$ cat config.mk
export PLATFORM = sky130hd
export DESIGN_NAME = datapath_seq
export DESIGN_NICKNAME = d
export VERILOG_FILES = /design/src/rtl/datapath_seq.sv
export SDC_FILE = /design/constraint.sdc
export NUM_CORES = 1
export LEC_CHECK = 0
export ABC_AREA = 0
export CAP_MARGIN = 25
export CORE_ASPECT_RATIO = 1.75
export CORE_MARGIN = 3
export CORE_UTILIZATION = 55
export DETAILED_ROUTE_END_ITERATION = 7
export PLACE_DENSITY = 0.72
export SLEW_MARGIN = 10
export SYNTH_ARGS = -nofsm -noshare
export SYNTH_HDL_FRONTEND = slang
export SYNTH_SLANG_ARGS = --single-unit
export TNS_END_PERCENT = 5
$ cat constraint.sdc
create_clock -name clk -period 5.55 [get_ports clk]
set_clock_uncertainty 0.05 [all_clocks]
set_input_delay 0.555 -clock clk [delete_from_list [all_inputs] [get_ports clk]]
set_output_delay 0.555 -clock clk [all_outputs]
set_load 0.02 [all_outputs]
$ cat src/rtl/datapath_seq.sv
// Sequenced datapath: a register file, A/B/C pipeline registers, shifter, operand muxes, ALU and flags.
// A command starts one complete multi-cycle operation, and its result is handed off on a valid/ready channel.
module datapath_seq #(
    parameter  int WIDTH = 16,
    parameter  int NREGS = 8,
    parameter  int IMM_W = 5,
    localparam int RW    = $clog2(NREGS)
) (
    input  logic             clk,
    input  logic             reset,
    input  logic             cmd_valid,
    output logic             cmd_ready,
    input  logic [1:0]       cmd_op,
    input  logic [RW-1:0]    cmd_rd,
    input  logic [RW-1:0]    cmd_rn,
    input  logic [RW-1:0]    cmd_rm,
    input  logic [1:0]       cmd_shift,
    input  logic [1:0]       cmd_aluop,
    input  logic             cmd_asel,
    input  logic             cmd_bsel,
    input  logic [IMM_W-1:0] cmd_imm,
    input  logic [WIDTH-1:0] cmd_data,
    output logic             res_valid,
    input  logic             res_ready,
    output logic [WIDTH-1:0] res_data,
    output logic             flag_z,
    output logic             flag_n,
    output logic             flag_v
);

    typedef enum logic [2:0] {IDLE, RDA, RDB, EXEC, DONE} state_e;
    typedef enum logic [1:0] {OP_WRI, OP_ALU, OP_CMP, OP_RSV} op_e;
    typedef enum logic [1:0] {SH_NONE, SH_LSL1, SH_LSR1, SH_ASR1} shift_e;
    typedef enum logic [1:0] {ALU_ADD, ALU_SUB, ALU_AND, ALU_MVN} aluop_e;

    state_e state_q, state_d;

    op_e              op_q;
    logic [RW-1:0]    rd_q, rn_q, rm_q;
    shift_e           shift_q;
    aluop_e           aluop_q;
    logic             asel_q, bsel_q;
    logic [IMM_W-1:0] imm_q;
    logic [WIDTH-1:0] data_q;

    logic [WIDTH-1:0] regFile_q [NREGS];
    logic [WIDTH-1:0] regA_q, regB_q, regC_q;
    logic             flagZ_q, flagN_q, flagV_q;

    logic             accept, loadA, loadB, execEn;
    logic [WIDTH-1:0] shifted, aIn, bIn, aluRes;
    logic             aluV;

    always_ff @(posedge clk) begin
        if (reset) state_q <= IDLE;
        else       state_q <= state_d;
    end

    // Commands are accepted only in IDLE, and never while reset is asserted.
    always_comb begin
        state_d   = state_q;
        cmd_ready = 1'b0;
        res_valid = 1'b0;
        accept    = 1'b0;
        loadA     = 1'b0;
        loadB     = 1'b0;
        execEn    = 1'b0;
        case (state_q)
            IDLE: begin
                cmd_ready = !reset;
                accept    = cmd_valid && !reset;
                if (accept) state_d = (op_e'(cmd_op) == OP_WRI) ? EXEC : RDA;
            end
            RDA: begin
                loadA   = 1'b1;
                state_d = RDB;
            end
            RDB: begin
                loadB   = 1'b1;
                state_d = EXEC;
            end
            EXEC: begin
                execEn  = 1'b1;
                state_d = DONE;
            end
            DONE: begin
                res_valid = !reset;
                if (res_ready) state_d = IDLE;
            end
            default: state_d = IDLE;
        endcase
    end

    always_comb begin
        shifted = regB_q;
        case (shift_q)
            SH_NONE: shifted = regB_q;
            SH_LSL1: shifted = {regB_q[WIDTH-2:0], 1'b0};
            SH_LSR1: shifted = {1'b0, regB_q[WIDTH-1:1]};
            SH_ASR1: shifted = {regB_q[WIDTH-1], regB_q[WIDTH-1:1]};
            default: shifted = regB_q;
        endcase
        aIn = asel_q ? '0 : regA_q;
        bIn = bsel_q ? WIDTH'(imm_q) : shifted;
    end

    // Overflow only makes sense for the arithmetic ops; the logical ops report V=0.
    always_comb begin
        aluRes = '0;
        aluV   = 1'b0;
        case (aluop_q)
            ALU_ADD: begin
                aluRes = aIn + bIn;
                aluV   = (aIn[WIDTH-1] == bIn[WIDTH-1]) && (aluRes[WIDTH-1] != aIn[WIDTH-1]);
            end
            ALU_SUB: begin
                aluRes = aIn - bIn;
                aluV   = (aIn[WIDTH-1] != bIn[WIDTH-1]) && (aluRes[WIDTH-1] != aIn[WIDTH-1]);
            end
            ALU_AND: aluRes = aIn & bIn;
            ALU_MVN: aluRes = ~bIn;
            default: aluRes = '0;
        endcase
    end

    always_ff @(posedge clk) begin
        if (reset) begin
            op_q    <= OP_WRI;
            rd_q    <= '0;
            rn_q    <= '0;
            rm_q    <= '0;
            shift_q <= SH_NONE;
            aluop_q <= ALU_ADD;
            asel_q  <= 1'b0;
            bsel_q  <= 1'b0;
            imm_q   <= '0;
            data_q  <= '0;
            regA_q  <= '0;
            regB_q  <= '0;
            regC_q  <= '0;
            flagZ_q <= 1'b0;
            flagN_q <= 1'b0;
            flagV_q <= 1'b0;
            for (int i = 0; i < NREGS; i++) regFile_q[i] <= '0;
        end else begin
            if (accept) begin
                op_q    <= op_e'(cmd_op);
                rd_q    <= cmd_rd;
                rn_q    <= cmd_rn;
                rm_q    <= cmd_rm;
                shift_q <= shift_e'(cmd_shift);
                aluop_q <= aluop_e'(cmd_aluop);
                asel_q  <= cmd_asel;
                bsel_q  <= cmd_bsel;
                imm_q   <= cmd_imm;
                data_q  <= cmd_data;
            end
            if (loadA) regA_q <= regFile_q[rn_q];
            if (loadB) regB_q <= regFile_q[rm_q];
            // The single register-file write port is used only here, in EXEC.
            if (execEn) begin
                if (op_q == OP_WRI) begin
                    regC_q          <= data_q;
                    regFile_q[rd_q] <= data_q;
                end else begin
                    regC_q  <= aluRes;
                    flagZ_q <= (aluRes == '0);
                    flagN_q <= aluRes[WIDTH-1];
                    flagV_q <= aluV;
                    if (op_q == OP_ALU) regFile_q[rd_q] <= aluRes;
                end
            end
        end
    end

    assign res_data = regC_q;
    assign flag_z   = flagZ_q;
    assign flag_n   = flagN_q;
    assign flag_v   = flagV_q;

endmodule

# Word-level counts from Yosys, hierarchy flattened
# Memories as Yosys holds them, arrays and structs flattened. A register that Yosys moved wholly into a read port is not among the register bits.
# Cells that the tools add are included.
dict set report totals {
  mem_bits_rw 128
  wordCells 83
  mem_count 1
  register_bits 60
  output_inout_bits 21
}
# memory words word_bits rd rd_ports_with_merged_regs write_ports line
set memory_table {}
lappend memory_table {regFile_q 8 16 2 2 8 46} ;# logic [WIDTH-1:0] regFile_q [NREGS];
dict set report classes {
  reduce_logical 13
  mux 31
  addsub 2
  n_bitwise 4
  n_eq_ne 17
}
# cell count
set ops {}
lappend ops {{16-bit one-hot mux with 4 select lines} 2}
lappend ops {{16-bit 2-to-1 mux} 5}
lappend ops {{1-bit 2-to-1 mux} 18}
lappend ops {{16-bit adder} 1}
lappend ops {{16-bit bitwise AND} 1}
lappend ops {{16-bit zero test} 1}
lappend ops {{16-bit inverter} 1}
lappend ops {{16-bit OR reduction} 1}
lappend ops {{16-bit subtractor} 1}
lappend ops {{3-bit one-hot mux with 5 select lines} 1}
lappend ops {{3-bit 2-to-1 mux} 3}
lappend ops {{2-bit == test (second input constant)} 4}
lappend ops {{2-bit zero test} 4}
lappend ops {{2-bit by 1-bit == test with 1-bit output (second input constant)} 3}
lappend ops {{3-bit by 2-bit == test with 1-bit output (second input constant)} 2}
lappend ops {{2-bit inequality test (second input constant)} 2}
lappend ops {{2-bit AND reduction} 2}
lappend ops {{3-bit by 1-bit == test with 1-bit output (second input constant)} 1}
lappend ops {{3-bit == test (second input constant)} 1}
lappend ops {{1-bit logical AND} 3}
lappend ops {{3-bit zero test} 1}
lappend ops {{1-bit inequality test} 3}
lappend ops {{2-bit 2-to-1 mux} 1}
lappend ops {{1-bit one-hot mux with 2 select lines} 1}
lappend ops {{other kinds (4)} 4}

# Longest topological paths before layout
dict set report depth {
  depth_word 9
  mapped_depth 18
  ltp_nobuf 15
}

# Worst setup path before layout
# No wires, ideal clock.
dict set report synth_path {
  path_type {register to register}
  start {reg shift_q[0]}
  end {reg flagZ_q, in the netlist flag_z}
  arrival_ns 4.114
  synth_period_minus_slack_ns 4.251
  slack_ns 1.299
  setup_time_ns 0.087
  stages_incl_launch_ff 15
  cell_sequence {dfxtp_1 -> buf_4 -> mux2_2 -> o211ai_1 -> and2_1 -> inv_1 -> ha_1 -> or4_4 -> and2_4 -> o2111a_1 -> a221o_1 -> a211o_1 -> or4_1 -> or4b_1 -> o31ai_1}
}
dict set report synth_between {
  elab_chain_len 6
  elab_cells_between_ends 12
  classes_between {2 x add/sub; 3 x eq/ne; 3 x mux; 2 x bitwise; 2 x reduce/logical}
}
# element line
set synth_lines {}
lappend synth_lines {{start, declared} 40} ;# shift_e shift_q;
lappend synth_lines {{start signal, assigned} 151} ;# shift_q <= shift_e'(cmd_shift);
lappend synth_lines {{2-bit == test (tied with other cells)} 96} ;# case (shift_q)
lappend synth_lines {{16-bit one-hot mux with 4 select lines *} 96}
lappend synth_lines {{16-bit 2-to-1 mux *} 104} ;# bIn = bsel_q ? WIDTH'(imm_q) : shifted;
lappend synth_lines {{16-bit subtractor (tied with other cells)} 117} ;# aluRes = aIn - bIn;
lappend synth_lines {{16-bit one-hot mux with 4 select lines *} 111} ;# case (aluop_q)
lappend synth_lines {{16-bit zero test *} 167} ;# flagZ_q <= (aluRes == '0);
lappend synth_lines {{end signal, assigned} 167}
lappend synth_lines {{end, declared} 48} ;# logic flagZ_q, flagN_q, flagV_q;
# Every way passes the cells marked *; elsewhere a longest branch is shown, timed or not.
# A chain may end at the register's enable or synchronous reset.

# Worst setup path in the final report
dict set report layout_path {
  start {reg shift_q[1]}
  end {reg flagZ_q, in the netlist flag_z}
}
# Same word-level chain as after synthesis.

==> impl_results.md <==
* Die height at 205 um
* # IOs at 63
* Post-synth EDFFs at approximately 130
* Asr flop ratio synth at 0%
* Insertion delay to the later sink of the worst-skew pair at roughly 0.52 ns
* Post-Route Setup TNS at 0 ns
* Drt via density at about 6.2
* Top_reg_cell synth: edfxtp_1
* Total wire length at 35200 um
* Port Buffers at 62
* Startpoint types: register
* Total Routing Usage GR at roughly 29%
* Pre-CTS setup slack at 0.560 ns
* Syn nets at roughly 1.3k
* Chip width at between 100 and 150 um
* Final GP Congestion at between 1 and 1.5
* Max Cap Viol at 0
* FF+latch count, synth at 220
* Synth top area share at 30.7%
* Top cells by area, synth: edfxtp_1 31%, dfxtp_1 15%, mux4_2 12%
* RSZ-0062 raised after global routing: no
* Syn Inst Count at between 1k and 1.5k
* Final Hold Viols at 0
* Final #Nets at between 1k and 1.5k
* Leak pwr at ~5.0 nW
* PostCTS Resize Cnt at 0
* Placed cells at around 1.5k
* CTS Hold Bufs at 0
* Diodes inserted at 0
* Worst-case clock buffer depth at 3
* Core Rows at around 70
* Worst EP arrival at about 5.5 ns
* Min-Delay Path Class: reg2reg
* Syn_area_per_cell at around 10 sq um
* Max_slew headroom at 26.0%
* Crit end category: register
* Root Driver: clkbuf_16
* Avg WL per Cell at 22.5 um
* Seq/Total Area, Yosys at between 40 and 50%
* Core area at about 22000 sq um
* Final Max Slew Viols at 0
* PD cells at 302 nW/um^2
* GRT overflow at 0
* Total CTS buffers at 22
* DR pass1 iterations at 6
* Top cells by count, synth: 219 x nor2_1, 135 x nand2_1, 128 x edfxtp_1
* CTS tree: built
* Clock Pin Slew Worst Setup and Hold Paths at 0.06 ns
* CTS sink cnt at 220
* Post-DRT Antenna Nets at 0
* Largest net degree at the start of global routing at 59
* Ys Warns at 0
* Area occupied by multi-input gates at 6300 sq um
* PnR worst setup slack at between 0.4 and 0.5 ns
* Hold Crit Depth at 2
* CP required at about 6 ns
* Total die area at between 20000 and 25000 sq um
* HPWL Detailed at around 25000 um
* DR DRC count at 0
* First-pass GRT wire length at roughly 53000 um
* Netlist Area Pre-Place at roughly 13000 sq um
* Fin crit period at around 5.1 ns
* Max IR drop VDD at 0.324 mV
* Status: finished clean
* Storage cell area at 5690 sq um
* Initial core utilization at between 50% and 60%
* Drt initial violations at roughly 740
* Setup-failing EPs final at 0
* Final worst-path cycle share at 91.3%
* Non-Filler Instances at around 1.6k
* Post-CTS Setup Repair Bufs at 0
* Synth cell types at 70
* Area Growth Syn to Fin at 12.7%
* Critical path peak fanout at 25
* F_max at around 200 MHz
* Critical path class: reg2reg
* Fillers at between 1.5k and 2k
* Total number of vias at around 9.7k
* Share of layout cells above drive strength 1 at 12.2%
* Vias in the first global route at around 9.6k
* Largest area contributor in the netlist: edfxtp_1
* H-tree depth at 1
* Antenna violations before repair at 0
* Most common cell in the netlist: nor2_1
* Reg2reg path depth at 13
* Worst-Margin Slew at between 1 and 1.5 ns
sequential cells by signal, summed over array words and instances, names as in the netlist, 3 cells and up:
name       cells
regFile_q    128
data_q        16
regA_q        16
regB_q        16
res_data      16
imm_q          5
rd_q           3
rm_q           3
rn_q           3
state_q        3
routing by layer:
| metal | vias to the layer above | track usage, % | wire length [um] |
|---|---|---|---|
| met5 | - | 0 | 0 |
| met4 | 0 | 12.7 | 1550 |
| met3 | 90 | 2.50 | 1760 |
| li1 | 4507 | - | - |
| met2 | 358 | 56.2 | 19700 |
| met1 | 4717 | 30.3 | 12200 |
kinds of logic (layout without fill, tap and decap cells):
family                   Yosys count  after routing  share of synthesized area [%]
adder cells (fa/ha/maj)           33             33                           3.42
flip-flops                       220            220                           45.5
AO/OA/AOI/OAI                    225            225                           12.2
buffers and inverters            123            168                           4.22
AND/OR/NAND/NOR                  474            474                           16.8
XOR/XNOR                           8              8                          0.561
multiplexers                     135            135                           17.4
critical path: stages, from the launching register on:
cell	delay (ns)
dfxtp_1	0.85
o21ai_1	0.15
mux2i_1	0.42
inv_1	0.15
fa_1	0.45
a21o_1	0.24
a211oi_1	0.39
a211oi_1	0.15
a2111oi_0	0.33
a211oi_1	0.19
or4b_1	0.54
or4_1	0.40
or4b_1	0.47
o31ai_1	0.19
power breakdown:
| part | total (mW) | internal [mW] | switching, mW |
|---|---|---|---|
| Clock | 1.48 | 0.849 | 0.627 |
| Combinational | 0.910 | 0.367 | 0.543 |
| Sequential | 1.87 | 1.80 | 0.0627 |
placed cells by master, fill, tap and decap left out, types with 4 or more instances in the layout:
| cell type | count |
|---|---|
| nor2_1 | 219 |
| clkdlybuf4s50_1 | 61 |
| nand2b_1 | 18 |
| and2_1 | 4 |
| o21a_1 | 4 |
| mux4_2 | 65 |
| xnor2_1 | 5 |
| or2_2 | 4 |
| o211ai_1 | 9 |
| a2111oi_0 | 6 |
| edfxtp_1 | 128 |
| mux2i_1 | 66 |
| o21ai_0 | 16 |
| a31oi_1 | 11 |
| o31ai_1 | 6 |
| a21o_1 | 12 |
| a21oi_1 | 70 |
| clkbuf_1 | 4 |
| ha_1 | 31 |
| nor4_1 | 9 |
| nor3_1 | 12 |
| nand2_1 | 135 |
| a311oi_1 | 11 |
| inv_1 | 28 |
| or3_1 | 7 |
| dfxtp_1 | 90 |
| nand3b_1 | 6 |
| clkbuf_16 | 23 |
| o2111ai_1 | 4 |
| a211oi_1 | 43 |
| buf_4 | 34 |
| nand4_1 | 4 |
| nand3_1 | 8 |
| o21bai_1 | 6 |
| nor2b_1 | 28 |
final timing paths:
| path | slack, ns | to | start |
|---|---|---|---|
| worst min register to register | 0.41 | imm_q[1]$_SDFFE_PP0P_ | imm_q[1]$_SDFFE_PP0P_ |
| worst max-delay path | 0.48 | flag_z$_SDFFE_PP0P_ | shift_q[1]$_SDFFE_PP0P_ |
| worst min-delay path | 0.41 | imm_q[1]$_SDFFE_PP0P_ | imm_q[1]$_SDFFE_PP0P_ |
| worst max register to register | 0.48 | flag_z$_SDFFE_PP0P_ | shift_q[1]$_SDFFE_PP0P_ |
per-stage QoR:
| stage | hold WS [ns] | util [%] | instance area (sq um) | power [mW] |
|---|---|---|---|---|
| floorplan | 0.386 | - | 12500 | 2.52 |
| global placement | 0.396 | 59.9 | 13300 | 2.79 |
| detailed placement | 0.401 | 59.9 | 13300 | 2.80 |
| CTS | 0.410 | 63.1 | 14000 | 4.26 |
| global route | 0.423 | 63.3 | 14100 | 4.41 |
| finish | 0.412 | 63.3 | 14100 | 4.25 |
area by class of cell:
class | count | share of cell area [%]
flip-flops and latches | 220 | 40.4
multi-input cells | 875 | 44.7
clock inverters | 7 | 0.435
inverters | 31 | 0.826
repair buffers | 98 | 6.44
clock buffers | 32 | 4.56
well taps | 296 | 2.63
No activity file was read; power rests on OpenSTA's default activity.
